==> src/rtl/johnson_pkg.sv <==
// Shared definitions for the Johnson counter phase monitor.
//   state_t      : monitor FSM states (SYNC, LOCKED, ERROR)
//   ERR_*        : err_code encodings
//   phase_w()    : width of a phase index for a given Johnson code width
package johnson_pkg;

  typedef enum logic [1:0] {
    SYNC   = 2'd0,
    LOCKED = 2'd1,
    ERROR  = 2'd2
  } state_t;

  localparam logic [1:0] ERR_NONE    = 2'b00;
  localparam logic [1:0] ERR_ILLEGAL = 2'b01;
  localparam logic [1:0] ERR_TRANS   = 2'b10;

  // A WIDTH-bit Johnson counter has 2*WIDTH states.
  function automatic int phase_w(input int width);
    return $clog2(2 * width);
  endfunction

endpackage

==> src/rtl/johnson_decode.sv <==
// Combinational Johnson code decoder.
//   code  in  WIDTH         Johnson code, bit 0 = first stage
//   legal out 1             code is one of the 2*WIDTH valid states
//   phase out phase_w(WIDTH) phase index of the code (0 when illegal)
module johnson_decode
  import johnson_pkg::*;
#(
  parameter int WIDTH = 3
) (
  input  logic [WIDTH-1:0]          code,
  output logic                      legal,
  output logic [phase_w(WIDTH)-1:0] phase
);

  localparam int NPH = 2 * WIDTH;
  localparam int PW  = phase_w(WIDTH);
  localparam logic [WIDTH-1:0] ONES = '1;

  // Phases 0..WIDTH fill with ones from bit 0; later phases drain them
  // from bit 0 upward.
  function automatic logic [WIDTH-1:0] pattern(input int k);
    if (k <= WIDTH) return WIDTH'((32'd1 << k) - 32'd1);
    else            return ONES << (k - WIDTH);
  endfunction

  always_comb begin
    // NOTE: defaults first so every path assigns both outputs; without them
    // an unmatched code would infer a latch.
    legal = 1'b0;
    phase = '0;
    for (int k = 0; k < NPH; k++) begin
      if (code == pattern(k)) begin
        legal = 1'b1;
        phase = PW'(k);
      end
    end
  end

endmodule

==> src/rtl/johnson_phase_monitor.sv <==
// Johnson counter phase monitor.
// Captures the upstream Johnson code, decodes it to a phase, checks that each
// clock advances exactly one step, locks after LOCK_COUNT good steps, counts
// revolutions and flags illegal codes / bad transitions with a sticky error.
//   clk          in   system clock, rising edge
//   reset        in   synchronous active-high reset
//   jc_in        in   Johnson code from upstream counter
//   clr_err      in   clears the sticky error (only acted on in ERROR)
//   phase        out  last legally decoded phase index
//   phase_onehot out  one-hot of phase while phase_valid, else zero
//   phase_valid  out  high in LOCKED
//   wrap         out  one-cycle pulse on a locked last->0 step
//   rev_count    out  wrap pulse count, modulo 2^REV_W
//   err          out  sticky fault flag
//   err_code     out  fault cause (ERR_NONE / ERR_ILLEGAL / ERR_TRANS)
module johnson_phase_monitor
  import johnson_pkg::*;
#(
  parameter int WIDTH      = 3,
  parameter int LOCK_COUNT = 2,
  parameter int REV_W      = 8
) (
  input  logic                      clk,
  input  logic                      reset,
  input  logic [WIDTH-1:0]          jc_in,
  input  logic                      clr_err,
  output logic [phase_w(WIDTH)-1:0] phase,
  output logic [2*WIDTH-1:0]        phase_onehot,
  output logic                      phase_valid,
  output logic                      wrap,
  output logic [REV_W-1:0]          rev_count,
  output logic                      err,
  output logic [1:0]                err_code
);

  localparam int NPH = 2 * WIDTH;
  localparam int PW  = phase_w(WIDTH);
  localparam logic [PW-1:0]  PH_LAST   = PW'(NPH - 1);
  localparam logic [3:0]     LOCK_LAST = 4'(LOCK_COUNT - 1);
  localparam logic [NPH-1:0] OH_ZERO   = NPH'(1);

  // Stage 1 capture
  logic [WIDTH-1:0] jc_q;
  logic             jc_vld;

  // Stage 2 state
  state_t           state;
  logic             prev_vld;
  logic [3:0]       lock_cnt;

  logic             dec_legal;
  logic [PW-1:0]    dec_phase;
  logic [PW-1:0]    succ;
  logic             is_succ;

  function automatic logic [NPH-1:0] onehot(input logic [PW-1:0] p);
    return OH_ZERO << p;
  endfunction

  always_ff @(posedge clk) begin
    // NOTE: registered state is always written with <=, so every flop sees
    // the pre-edge values of the others regardless of statement order.
    if (reset) begin
      jc_q   <= '0;
      jc_vld <= 1'b0;
    end else begin
      jc_q   <= jc_in;
      jc_vld <= 1'b1;
    end
  end

  johnson_decode #(.WIDTH(WIDTH)) u_decode (
    .code  (jc_q),
    .legal (dec_legal),
    .phase (dec_phase)
  );

  // The phase register doubles as the reference for the next transition.
  assign succ    = (phase == PH_LAST) ? '0 : phase + PW'(1);
  assign is_succ = prev_vld && dec_legal && (dec_phase == succ);

  always_ff @(posedge clk) begin
    if (reset) begin
      state        <= SYNC;
      prev_vld     <= 1'b0;
      lock_cnt     <= '0;
      phase        <= '0;
      phase_onehot <= '0;
      phase_valid  <= 1'b0;
      wrap         <= 1'b0;
      rev_count    <= '0;
      err          <= 1'b0;
      err_code     <= ERR_NONE;
    end else begin
      wrap <= 1'b0;
      unique case (state)
        SYNC: begin
          if (jc_vld) begin
            if (!dec_legal) begin
              // Tolerated while hunting; forget the reference.
              prev_vld <= 1'b0;
              lock_cnt <= '0;
            end else begin
              phase    <= dec_phase;
              prev_vld <= 1'b1;
              if (is_succ) begin
                lock_cnt <= lock_cnt + 4'd1;
                if (lock_cnt == LOCK_LAST) begin
                  state        <= LOCKED;
                  phase_valid  <= 1'b1;
                  phase_onehot <= onehot(dec_phase);
                end
              end else begin
                lock_cnt <= '0;
              end
            end
          end
        end

        LOCKED: begin
          if (!dec_legal) begin
            state        <= ERROR;
            err          <= 1'b1;
            err_code     <= ERR_ILLEGAL;
            phase_valid  <= 1'b0;
            phase_onehot <= '0;
          end else begin
            phase <= dec_phase;
            if (is_succ) begin
              phase_onehot <= onehot(dec_phase);
              if (phase == PH_LAST) begin
                wrap      <= 1'b1;
                rev_count <= rev_count + REV_W'(1);
              end
            end else begin
              // Stall, reversal or skip: upstream must advance every cycle.
              state        <= ERROR;
              err          <= 1'b1;
              err_code     <= ERR_TRANS;
              phase_valid  <= 1'b0;
              phase_onehot <= '0;
            end
          end
        end

        ERROR: begin
          // Phase and the first fault cause hold until cleared.
          if (clr_err) begin
            state    <= SYNC;
            err      <= 1'b0;
            err_code <= ERR_NONE;
            lock_cnt <= '0;
            prev_vld <= 1'b0;
          end
        end

        default: state <= SYNC;
      endcase
    end
  end

endmodule

==> config.mk <==
export PLATFORM = sky130hd
export DESIGN_NAME = johnson_phase_monitor
export DESIGN_NICKNAME = d
export VERILOG_FILES = /design/src/rtl/johnson_pkg.sv /design/src/rtl/johnson_decode.sv /design/src/rtl/johnson_phase_monitor.sv
export SDC_FILE = /design/constraint.sdc
export NUM_CORES = 1
export LEC_CHECK = 0
export CAP_MARGIN = 20
export CORE_MARGIN = 2
export CORE_UTILIZATION = 52
export DETAILED_ROUTE_END_ITERATION = 8
export GPL_TIMING_DRIVEN = 0
export PLACE_DENSITY_LB_ADDON = 0.08
export SYNTH_ARGS = -nofsm -noshare
export SYNTH_HDL_FRONTEND = slang
export SYNTH_SLANG_ARGS = --single-unit
export TNS_END_PERCENT = 30
==> constraint.sdc <==
create_clock -name clk -period 2.9 [get_ports clk]
set_input_delay 0.58 -clock clk [delete_from_list [all_inputs] [get_ports clk]]
set_output_delay 0.58 -clock clk [all_outputs]
set_load 0.1 [all_outputs]
== Word-level counts from Yosys, hierarchy flattened ==
Cells that the tools add are included.
Word-level totals
  flip-flop bits (word level): 33
  bits of input ports: 6
  output and inout bits: 22
  logic and storage cells: 103
Operators by class
  add/subtract/negate cells: 3
  equal/unequal tests: 16
  shift-type cells: 1
  muxes and demuxes: 53
  bitwise operators: 3
  reductions and logical operators: 15
Operator list (count)
  $mux W6: 6
  $mux W1: 20
  $mux W2: 10
  $mux W4: 4
  $mux W3: 5
  $eq A3 B3 Y1 const B: 4
  $pmux W6 S2: 1
  $reduce_and A6 Y1: 2
  $ne A2 B2 Y1 const B: 5
  $add A8 B1 Y8 const B: 1
  $pmux W4 S2: 1
  $pmux W1 S2: 3
  $pmux W2 S3: 1
  $pmux W3 S2: 1
  $reduce_and A3 Y1: 2
  $reduce_bool A2 Y1: 3
  $shl A1 B3 Y6 const A: 1
  $reduce_and A5 Y1: 1
  $add A4 B1 Y4 const B: 1
  $eq A4 B1 Y1 const B: 1
  $pmux W2 S2: 1
  $reduce_and A4 Y1: 1
  $reduce_or A4 Y1: 1
  $add A3 B1 Y3 const B: 1
  11 further kinds: 14

== Logic depth before layout (Yosys ltp) ==
  depth after elaboration: 13
  depth in mapped cells: 8

== Modules after synthesis ==
A second synthesis with hierarchy kept.
Second synthesis, totals
  cells, all modules: 166
  area total of the unflattened synthesis: 1534.0 um2
By module, submodules not included
  johnson_phase_monitor: instances 1, cells each 158, area each 1480.2 um2
  johnson_decode: instances 1, cells each 8, area each 53.8 um2

== Worst setup path after synthesis ==
No wires, ideal clock.
  path type: reg-to-reg
  from: register phase[0]
  to: register phase_onehot[0]
  data arrival time: 2729 ps
  data required time: 2808 ps
  slack: 79 ps
  cell stages (with the launch flop): 8
  buffers on the path: 1
  period minus slack after synthesis: 2821 ps
  cells stage by stage: dfxtp_1 > buf_6 > or3b_2 > o32ai_1 > nor3_1 > o41ai_4 > nand2_2 > o32ai_1
On the way
  cells in the longest elaborated chain, start to end: 7
RTL lines
  start, declared: line johnson_phase_monitor.sv:27  | output logic [phase_w(WIDTH)-1:0] phase,
  start signal, assigned: line johnson_phase_monitor.sv:104  | phase <= dec_phase;
  start signal, assigned: line johnson_phase_monitor.sv:128  | phase <= dec_phase;
  $add A3 B1 Y3 / $eq A3 B3 Y1 (equally long branches): line johnson_phase_monitor.sv:79  | assign succ = (phase == PH_LAST) ? '0 : phase + PW'(1);
  $mux W3 (*): line johnson_phase_monitor.sv:79
  $eq A3 B3 Y1 (*): line johnson_phase_monitor.sv:80  | assign is_succ = prev_vld && dec_legal && (dec_phase == succ);
  $logic_and A1 B1 Y1 (*): line johnson_phase_monitor.sv:80
  $mux W6: line johnson_phase_monitor.sv:129  | if (is_succ) begin
  $mux W6: line johnson_phase_monitor.sv:121  | if (!dec_legal) begin
  $pmux W6 S2: line johnson_phase_monitor.sv:96  | unique case (state)
  end signal, assigned: line johnson_phase_monitor.sv:111  | phase_onehot <= onehot(dec_phase);
  end signal, assigned: line johnson_phase_monitor.sv:130  | phase_onehot <= onehot(dec_phase);
  end, declared: line johnson_phase_monitor.sv:28  | output logic [2*WIDTH-1:0] phase_onehot,
Every way passes the cells marked *; elsewhere a longest branch is shown, timed or not.
A chain may end at the register's enable or synchronous reset.

== Final worst setup path ==
  from: register jc_q[0]
  to: register phase_onehot[4]
On the way
  cells in the longest elaborated chain, start to end: 12
RTL lines
  start, declared: line johnson_phase_monitor.sv:43  | logic [WIDTH-1:0] jc_q;
  start signal, assigned: line johnson_phase_monitor.sv:67  | jc_q <= jc_in;
  $eq A3 B1 Y1 / $logic_not A3 Y1 (equally long branches): line johnson_decode.sv:32  | if (code == pattern(k)) begin
  $mux W1: line johnson_decode.sv:32
  $mux W2 / $mux W1 (equally long branches) (2 in series): line johnson_decode.sv:32
  $mux W3 / $mux W1 (equally long branches) (2 in series): line johnson_decode.sv:32
  $shl A1 B3 Y6 / $mux W1 (equally long branches): line johnson_phase_monitor.sv:57, johnson_decode.sv:32
  $mux W6 / $logic_and A1 B1 Y1 (equally long branches): line johnson_phase_monitor.sv:108, johnson_phase_monitor.sv:80
  $mux W6 / $logic_and A1 B1 Y1 (equally long branches): line johnson_phase_monitor.sv:106, johnson_phase_monitor.sv:80
  $mux W6 (on tied branches): line johnson_phase_monitor.sv:99, johnson_phase_monitor.sv:129
  $mux W6 (on tied branches): line johnson_phase_monitor.sv:98, johnson_phase_monitor.sv:121
  $pmux W6 S2: line johnson_phase_monitor.sv:96
Several ways; a longest one is shown, not always the timed one. The select of a mux whose other input is x is not followed.

==> flow_summary.ini <==
[status]
outcome = finished clean

[floorplanning]
rows = 20
dieArea_um2 = 3614
boundaryPins = 28
core-area_um2 = 3028
dieWidth_um = 60.12
initial_utilization_pct = 54.09
die_h_um = 60.12

[global_routing]
gr-total-overflow = 0
grt_pass1_wl_um = 6292
grt_pass1_vias = 1472
gr-usage-all-layers_pct = 23.60
antenna_found_initial = 0
grt_max_degree = 11

[worst_setup_path]
worstPathMaxFanout = 10
critPathKind = register to register
worst_r2r_path_depth = 8
worstSetupStartpointType = register
arrival_ps = 2810
cp.required_ps = 3150
end_kind = register

[routing]
dr.first_iter.drc_count = 92
routed_wl_um = 3689
postRouteAntennaNets = 0
dr.pass1.iters = 4
routed_via_density = 5.643
wl_per_cell_um = 13.87
drcViolationCount = 0
num_vias = 1501

[timing]
slew_viol_final = 0
final-hold-violation-count = 0
period_needed_ps = 2567
tightest_slew_ps = 976.1
slew_headroom_pct = 34.72
skew_ps = 12.72
finalSetupTns_ps = 0
rsz0062_at_grt = false
max_freq_mhz = 389.6
setup_viol = 0
layout_worst_path_cycle_share_pct = 88.52

[clock_network]
clk_path_buf_depth = 2
ctsResizeCount = 0
cts_sinks = 33
clk_pin_slew_worst_paths_ps = 100
root_buffer = clkbuf_4
cts_tree = built
cts_max_level = 2
holdBufCountCts = 0
postCtsSetupRepairBufs = 0
clock_latency_ps = 340
cts_buffers = 5

[yosys]
netlist_area_um2 = 1638
mappedNetlistNets = 196
ys_types = 41
synthArstFlopShare_pct = 0
synth_seq_area_share_pct = 40.34
yosys_warnings = 0
syn_inst = 187
synth_edf_count = 0
ys_ff_latch = 33
synth_area_leaders = dfxtp_1 (40%), nand2_1 (5.0%), nor2_1 (4.8%)
synth_top_area_cell = dfxtp_1
syn_area_per_cell_um2 = 8.758
yosysTopAreaCellShare_pct = 40.34
synth_flop_cell = dfxtp_1

[power_and_ir_drop]
p_int_mw = 0.6965
seq_power_share_pct = 50.5
power_density_nw_per_um2 = 448.5
vdd_drop_max_mv = 0.3031
power.share.switching_pct = 24.17
power_frac_comb_pct = 10.1
clkPwrFrac_pct = 39.3
cellLeakagePower_nw = 0.6961
total_power_mw = 0.9186
switchingPower_mw = 0.2221

[placed_design]
place_congestion = 0.8514
dp_hpwl_um = 2653
port_buffers = 27

[layout]
num_antenna_cells = 0
drive_gt1_share_pct = 9.459
syn_to_final_growth_pct = 25.06
fillCellCount = 253
fin_util_pct = 67.64
layout_common_cells = dfxtp_1 (33), clkdlybuf4s50_1 (27), nand2_1 (22)
fin_nets = 230
final_common_cell = dfxtp_1

[run]
maxCapViolCount = 0

[min_path]
hold_class = register to register
worstHoldPathCells = 2
## worst paths after layout
| check | start | endpoint | slack (ps) |
|---|---|---|---|
| worst min-delay path | err_code[1] | err_code[1] | 490 |
| worst max register to register | jc_q[0] | phase_onehot[4] | 330 |
| worst min register to register | err_code[1] | err_code[1] | 490 |
| worst max-delay path | jc_q[0] | phase_onehot[4] | 330 |
## metal layers
metal,wire [um],GRT usage [%]
met1,1757,28.89
met4,39,7.302
met2,1745,38.04
met3,147,9.091
met5,0,0
## cells by family (layout without fill, tap and decap cells)
logic type,Yosys count,count (layout),synth area share (%)
xor gates and xnor gates,9,9,4.813
DFF,33,33,40.34
buffers and inverters,16,51,4.889
AOI/OAI and AO/OA,33,33,16.27
adders and majority gates,3,3,2.292
and+or+nand+nor,90,90,29.56
muxes,3,3,1.834
## final cells by class
cell class	count	area (um2)	area share, %
multi-input cells	138	897.1	43.80
flip-flops and latches	33	660.6	32.25
repair buffers	27	270.3	13.19
plain buffers	11	61.31	2.993
clock buffers	7	55.05	2.688
well taps	44	55.05	2.688
clock inverters	1	30.03	1.466
inverters	5	18.77	0.9163
## metrics by stage
step / cell area, um2 / std cells / hold slack (ps) / setup WS, ps
after global placement: 1963 / 258 / 453.3 / 457.5
after floorplan: 1638 / 187 / 459.0 / 79.13
final: 2048 / 266 / 486.2 / 333.0
after global routing: 2048 / 266 / 516.4 / 100.1
after detailed placement: 1963 / 258 / 470.4 / 397.4
after CTS: 2048 / 266 / 491.1 / 329.8
## sequential cells by signal, indices dropped and copies added (netlist names)
signal and count:
err 1, err_code 2, jc_q 3, jc_vld 1
lock_cnt 4, phase 3, phase_onehot 6, phase_valid 1
prev_vld 1, rev_count 8, state 2, wrap 1
## synth_stat cells, types with 2 or more instances
cell type,number
or4b_1,2
clkbuf_1,3
buf_6,2
or3_1,2
a31oi_1,5
nor2_1,21
buf_2,4
buf_1,2
a21o_1,2
nor4_1,4
mux2i_1,3
a22oi_1,2
xnor2_1,9
nand4_1,3
o32ai_1,6
a21oi_1,7
nand3b_1,7
a32oi_1,2
nor2b_1,5
nand2_1,22
o21ai_0,3
nor3b_1,2
ha_1,3
dfxtp_1,33
nor3_1,5
inv_1,4
nand2b_1,3
nand3_1,8
## power by group through the flow
| stage | clock network [mW] | logic, mW | registers, mW |
|---|---|---|---|
| floorplan | 0 | 0.0563 | 0.485 |
| global placement | 0 | 0.0898 | 0.474 |
| detailed placement | 0 | 0.0924 | 0.475 |
| CTS | 0.373 | 0.0927 | 0.464 |
| global route | 0.390 | 0.101 | 0.466 |
| finish | 0.361 | 0.0932 | 0.464 |
## worst max-delay path, cell delays in order (launching register included)
cell      delay, ps
dfxtp_1         310
buf_2           160
buf_2           230
nor2_1           80
a21boi_2        340
nand2_1         260
o41ai_4         580
nand2_2         190
o32ai_1         320
Power figures use the tool's default switching activity.
